**config.mk**
```make
export PLATFORM = sky130hd
export DESIGN_NAME = assign_cost_eval
export DESIGN_NICKNAME = d
export VERILOG_FILES = /design/src/rtl/assign_pkg.sv /design/src/rtl/perm_slot_mux.sv /design/src/rtl/assign_cost_eval.sv
export SDC_FILE = /design/constraint.sdc
export NUM_CORES = 1
export LEC_CHECK = 0
export CAP_MARGIN = 10
export CORE_MARGIN = 2
export CORE_UTILIZATION = 56
export DETAILED_ROUTE_END_ITERATION = 10
export MAX_ROUTING_LAYER = met4
export PLACE_DENSITY = 0.86
export SYNTH_ARGS = -nofsm -noshare
export SYNTH_HDL_FRONTEND = slang
export SYNTH_SLANG_ARGS = --single-unit
```
**constraint.sdc**
```tcl
create_clock -name clk -period 10 [get_ports clk]
set_clock_uncertainty 0.15 [all_clocks]
set_input_delay 1.5 -clock clk [delete_from_list [all_inputs] [get_ports clk]]
set_output_delay 1.5 -clock clk [all_outputs]
set_load 0.02 [all_outputs]
```
**src/rtl/assign_pkg.sv**
```systemverilog
// Shared types for the job-assignment search: evaluator FSM states, default sizing,
// and a slot extractor for packed permutations (slot i = job assigned to worker i).
package assign_pkg;

    typedef enum logic [1:0] {
        ST_IDLE = 2'd0,
        ST_ACC  = 2'd1,
        ST_CMP  = 2'd2,
        ST_DONE = 2'd3
    } state_e;

    localparam int DEF_N     = 8;
    localparam int DEF_CW    = 7;
    localparam int DEF_TW    = 10;
    localparam int DEF_MCW   = 16;
    localparam int PERM_MAXW = 256;

    function automatic int unsigned slot_get(input logic [PERM_MAXW-1:0] p,
                                             input int unsigned idx,
                                             input int unsigned idw);
        logic [PERM_MAXW-1:0] sh;
        sh = (p >> (idx * idw)) & ((PERM_MAXW'(1) << idw) - PERM_MAXW'(1));
        return sh[31:0];
    endfunction

endpackage

```
**src/rtl/perm_slot_mux.sv**
```systemverilog
// Selects one IDW-wide slot out of a packed N-slot permutation; purely combinational.
module perm_slot_mux #(
    parameter int N   = 8,
    parameter int IDW = 3
) (
    input  logic [N*IDW-1:0] perm_dat,
    input  logic [IDW-1:0]   sel,
    output logic [IDW-1:0]   slot_dat
);

    always_comb begin
        slot_dat = '0;
        for (int i = 0; i < N; i++) begin
            if (sel == IDW'(i)) slot_dat = perm_dat[i*IDW +: IDW];
        end
    end

endmodule

```
**src/rtl/assign_cost_eval.sv**
```systemverilog
// Cost evaluator: sums Cost over workers of each accepted permutation, tracks min/count/best.
// N+2 cycles per permutation (k+2 if pruned at worker k); perm_ready only in IDLE, input ignored otherwise.
module assign_cost_eval
    import assign_pkg::*;
#(
    parameter int N   = DEF_N,
    parameter int IDW = $clog2(N),
    parameter int CW  = DEF_CW,
    parameter int TW  = DEF_TW,
    parameter int MCW = DEF_MCW
) (
    input  logic               clk,
    input  logic               reset,
    input  logic               perm_valid,
    input  logic [N*IDW-1:0]   perm,
    input  logic               perm_last,
    output logic               perm_ready,
    input  logic               prune_en,
    output logic [IDW-1:0]     W,
    output logic [IDW-1:0]     J,
    input  logic [CW-1:0]      Cost,
    output logic [TW-1:0]      MinCost,
    output logic [MCW-1:0]     MatchCount,
    output logic [N*IDW-1:0]   BestPerm,
    output logic               Valid
);

    localparam logic [IDW-1:0] W_LAST = IDW'(N - 1);

    state_e             state_q, state_d;
    logic [IDW-1:0]     w_q, w_d;
    logic [TW-1:0]      total_q, total_d;
    logic [N*IDW-1:0]   perm_q, perm_d;
    logic               last_q, last_d;
    logic [TW-1:0]      min_q, min_d;
    logic [MCW-1:0]     cnt_q, cnt_d;
    logic [N*IDW-1:0]   best_q, best_d;
    logic               fresh_q, fresh_d;

    logic [TW-1:0]      acc_sum;
    state_e             end_state;

    perm_slot_mux #(.N(N), .IDW(IDW)) u_slot_mux (
        .perm_dat (perm_q),
        .sel      (w_q),
        .slot_dat (J)
    );

    assign acc_sum   = total_q + TW'(Cost);
    assign end_state = last_q ? ST_DONE : ST_IDLE;

    always_comb begin
        state_d = state_q;
        w_d     = w_q;
        total_d = total_q;
        perm_d  = perm_q;
        last_d  = last_q;
        min_d   = min_q;
        cnt_d   = cnt_q;
        best_d  = best_q;
        fresh_d = fresh_q;
        case (state_q)
            ST_IDLE: begin
                w_d     = '0;
                total_d = '0;
                if (perm_valid) begin
                    perm_d  = perm;
                    last_d  = perm_last;
                    state_d = ST_ACC;
                end
            end
            ST_ACC: begin
                // Strictly worse partial sums can never tie the minimum, so abort them.
                if (prune_en && !fresh_q && (acc_sum > min_q)) begin
                    w_d     = '0;
                    state_d = end_state;
                end else begin
                    total_d = acc_sum;
                    if (w_q == W_LAST) state_d = ST_CMP;
                    else               w_d = w_q + 1'b1;
                end
            end
            ST_CMP: begin
                if (fresh_q || (total_q < min_q)) begin
                    min_d   = total_q;
                    cnt_d   = MCW'(1);
                    best_d  = perm_q;
                    fresh_d = 1'b0;
                end else if (total_q == min_q) begin
                    if (cnt_q != '1) cnt_d = cnt_q + 1'b1;
                end
                state_d = end_state;
            end
            ST_DONE: begin
                fresh_d = 1'b1;
                state_d = ST_IDLE;
            end
            default: state_d = ST_IDLE;
        endcase
    end

    always_ff @(posedge clk) begin
        if (reset) begin
            state_q <= ST_IDLE;
            w_q     <= '0;
            total_q <= '0;
            perm_q  <= '0;
            last_q  <= 1'b0;
            min_q   <= '1;
            cnt_q   <= '0;
            best_q  <= '0;
            fresh_q <= 1'b1;
        end else begin
            state_q <= state_d;
            w_q     <= w_d;
            total_q <= total_d;
            perm_q  <= perm_d;
            last_q  <= last_d;
            min_q   <= min_d;
            cnt_q   <= cnt_d;
            best_q  <= best_d;
            fresh_q <= fresh_d;
        end
    end

    assign perm_ready = (state_q == ST_IDLE);
    assign Valid      = (state_q == ST_DONE);
    assign W          = w_q;
    assign MinCost    = min_q;
    assign MatchCount = cnt_q;
    assign BestPerm   = best_q;

endmodule

```
==> flow_metrics.env <==
export IMPL_crit_path_frequent_cell="ha_1"
export IMPL_start_kind="primary input"
export IMPL_drc=0
export IMPL_port_buffers=93
export IMPL_drv_slew=0
export IMPL_maxSlewHeadroom=0.254
export IMPL_worstPathCellList="clkdlybuf4s50_1 -> ha_1 -> fa_1 -> a211oi_1 -> o21ai_0 -> a21oi_1 -> xnor2_1 -> ha_1 -> nand4_1 -> a211o_1 -> o211ai_1 -> nand2_1 -> nand3_1 -> mux2_2"
export IMPL_start_util=0.571
export IMPL_met2_usage=0.458
export IMPL_synth_compound_area_frac=0.191
export IMPL_crit_fanout=9
export IMPL_p_leak_uw=0.00229
export IMPL_synth_top_area_frac=0.392
export IMPL_diodes=0
export IMPL_cts_setup_buffers=0
export IMPL_slowest_stage="fa_1"
export IMPL_synth_area_um2=4650
export IMPL_synth_edff_count=0
export IMPL_dp_cells=747
export IMPL_cts_max_path_buffers=2
export IMPL_synth_nets=647
export IMPL_clk_pin_slew_ps=100
export IMPL_synthCells=576
export IMPL_rows=33
export IMPL_htree_levels=3
export IMPL_synthMuxAreaShare=0.00700
export IMPL_die_area_um2=9040
export IMPL_gr_total_overflow=0
export IMPL_dp_hpwl_um=8860
export IMPL_rrSetupSlack_ps=5960
export IMPL_netlist_top_cells_area="dfxtp_1, nand2_1, ha_1"
export IMPL_yosysWarnings=0
export IMPL_drt_total_wl_um=12300
export IMPL_grt_pass1_wl_um=19700
export IMPL_ios=94
export IMPL_min_period_over_period=0.524
export IMPL_rsz0062_at_grt="false"
export IMPL_hold_worst_slack_ps=308
export IMPL_avgRoutedWirePerCell_um=16.1
export IMPL_layout_drive_gt1_share=0.0365
export IMPL_cts_root_buf="clkbuf_8"
export IMPL_yosysTopAreaCell="dfxtp_1"
export IMPL_ys_types=51
export IMPL_required_ps=10110
export IMPL_initialDrtViolationCount=262
export IMPL_setup_tns_final_ps=0
export IMPL_drv_cap=0
export IMPL_ys_ff_latch=91
export IMPL_grt_use_met1=0.377
export IMPL_die_w_um=95.1
export IMPL_core_area_um2=8130
export IMPL_yosysSeqAreaShare=0.392
export IMPL_grt_total_usage=0.288
export IMPL_cts_repair_resize_count=0
export IMPL_setup_viol=0
export IMPL_synthAdderAreaFrac=0.0958
export IMPL_globalRouteMet3Util=0.0443
export IMPL_final_hold_viol_count=0
export IMPL_criticalPathCategory="in -> reg"
export IMPL_vias=4411
export IMPL_max_freq_mhz=191
export IMPL_synth_top_family_by_area="simple AND/OR/NAND/NOR gates"
export IMPL_cts_tree="done"
export IMPL_die_y_um=95.1
export IMPL_synth_ff_type="dfxtp_1"
export IMPL_hold_class="reg -> reg"
export IMPL_period_minus_slack_ps=5240
export IMPL_ant_nets=0
export IMPL_crit_arrival_ps=5350
export IMPL_clock_latency_ps=370
export IMPL_synthToLayoutAreaGrowth_pct=24.7
export IMPL_grt_max_degree=69
export IMPL_crit_path_end_kind="flop"
export IMPL_nets=724
export IMPL_async_flop_share=0
export IMPL_antenna_found_initial=0
export IMPL_tightest_slew_ps=1120
export IMPL_gp_congestion=0.939
export IMPL_synth_xor_xnor_area_share=0.0415
export IMPL_synthSimpleGateAreaFrac=0.220
export IMPL_filler_cell_count=657
export IMPL_pwr_density_cell_nw_per_um2=185
export IMPL_critPathMaxStageDelay_ps=430
export IMPL_cts_sinks=91
export IMPL_cts_hold_buf=0
export IMPL_cts_buffers=9
export IMPL_final_common_cell="nand2_1"
export IMPL_avgViaCountPerCell=5.78
export IMPL_grt_pass1_vias=4160
export IMPL_final_cell_mix="nand2_1, clkdlybuf4s50_1, dfxtp_1, a21oi_1, ha_1"
export IMPL_outcome="finished clean"
export IMPL_final_cells=763
export IMPL_top_usage_layer="met2"
export IMPL_syn_area_per_cell_um2=8.07
export IMPL_first_pass_iters=5
export IMPL_vdd_ir_drop_max_uv=116
-- stage by stage --
| stage | utilization | total power (uW) | instance area, um^2 | setup slack (ps) |
|---|---|---|---|---|
| final | 0.713 | 1070 | 5800 | 4760 |
| after global routing | 0.713 | 1130 | 5800 | 4490 |
| after CTS | 0.713 | 1070 | 5800 | 4790 |
| after detailed placement | 0.687 | 804 | 5590 | 4420 |
| after global placement | 0.687 | 800 | 5590 | 4540 |
| after floorplan | - | 685 | 4650 | 5330 |
-- report_power, final --
group          total [uW]  internal, uW  switching (uW)
registers             439           397            42.1
logic                 363           149             215
clock network         268           126             141
total                1070           672             398
-- critical path: cells and delay by family --
| kind | cells | cell delay (ps) |
|---|---|---|
| compound gates | 5 | 1270 |
| xor+xnor | 1 | 110 |
| fa+ha+maj | 3 | 970 |
| buf+inv | 1 | 400 |
| mux | 1 | 340 |
| simple gates | 3 | 750 |
-- path summary, 6_finish.rpt --
path / from / to / cells after the start
min: BestPerm[2] / BestPerm[2] / 2
min reg2reg: BestPerm[2] / BestPerm[2] / 2
max reg2reg: total_q[0] / total_q[7] / 13
max: Cost[0] / total_q[7] / 14
-- layout make-up --
type                            instances  area [um^2]  area share
Multi-Input combinational cell        426         2580       0.446
Sequential cell                        91         1820       0.314
Timing Repair Buffer                   95          941       0.162
Clock buffer                           11          141      0.0244
Tap cell                              105          131      0.0227
Inverter                               30          113      0.0194
Clock inverter                          5         66.3      0.0114
-- layer usage --
| layer | wire [um] | share of wire | vias to the layer above |
|---|---|---|---|
| met2 | 5780 | 0.47 | 147 |
| met4 | 195 | 0.016 | 0 |
| li1 | - | - | 2164 |
| met5 | 0 | 0 | - |
| met1 | 5600 | 0.46 | 2080 |
| met3 | 731 | 0.059 | 20 |
-- logic make-up after synthesis --
family,after synthesis
AOI/OAI and AO/OA,140
xor gates and xnor gates,22
adders and majority gates,35
buffers and inverters,59
DFF,91
muxes,3
and+or+nand+nor,226
-- registers in the layout, indices dropped and copies added, names as in the netlist, 2 cells and up --
register	count
MinCost	10
MatchCount	16
BestPerm	24
perm_q	24
state_q	2
W	3
total_q	10
-- synthesized netlist by cell type, types with 5 or more instances --
| cell type | instances |
|---|---|
| a21o_1 | 7 |
| nor2b_1 | 5 |
| nand4b_1 | 6 |
| nor2_1 | 24 |
| inv_1 | 30 |
| nand4_1 | 14 |
| o211ai_1 | 12 |
| xor2_1 | 11 |
| a221oi_1 | 6 |
| nor3b_1 | 5 |
| nand3_1 | 11 |
| a211o_1 | 6 |
| clkbuf_1 | 17 |
| buf_2 | 8 |
| xnor2_1 | 11 |
| dfxtp_1 | 91 |
| a21oi_1 | 77 |
| o21ai_0 | 9 |
| ha_1 | 34 |
| nand2_1 | 136 |
Power figures use the tool's default switching activity.
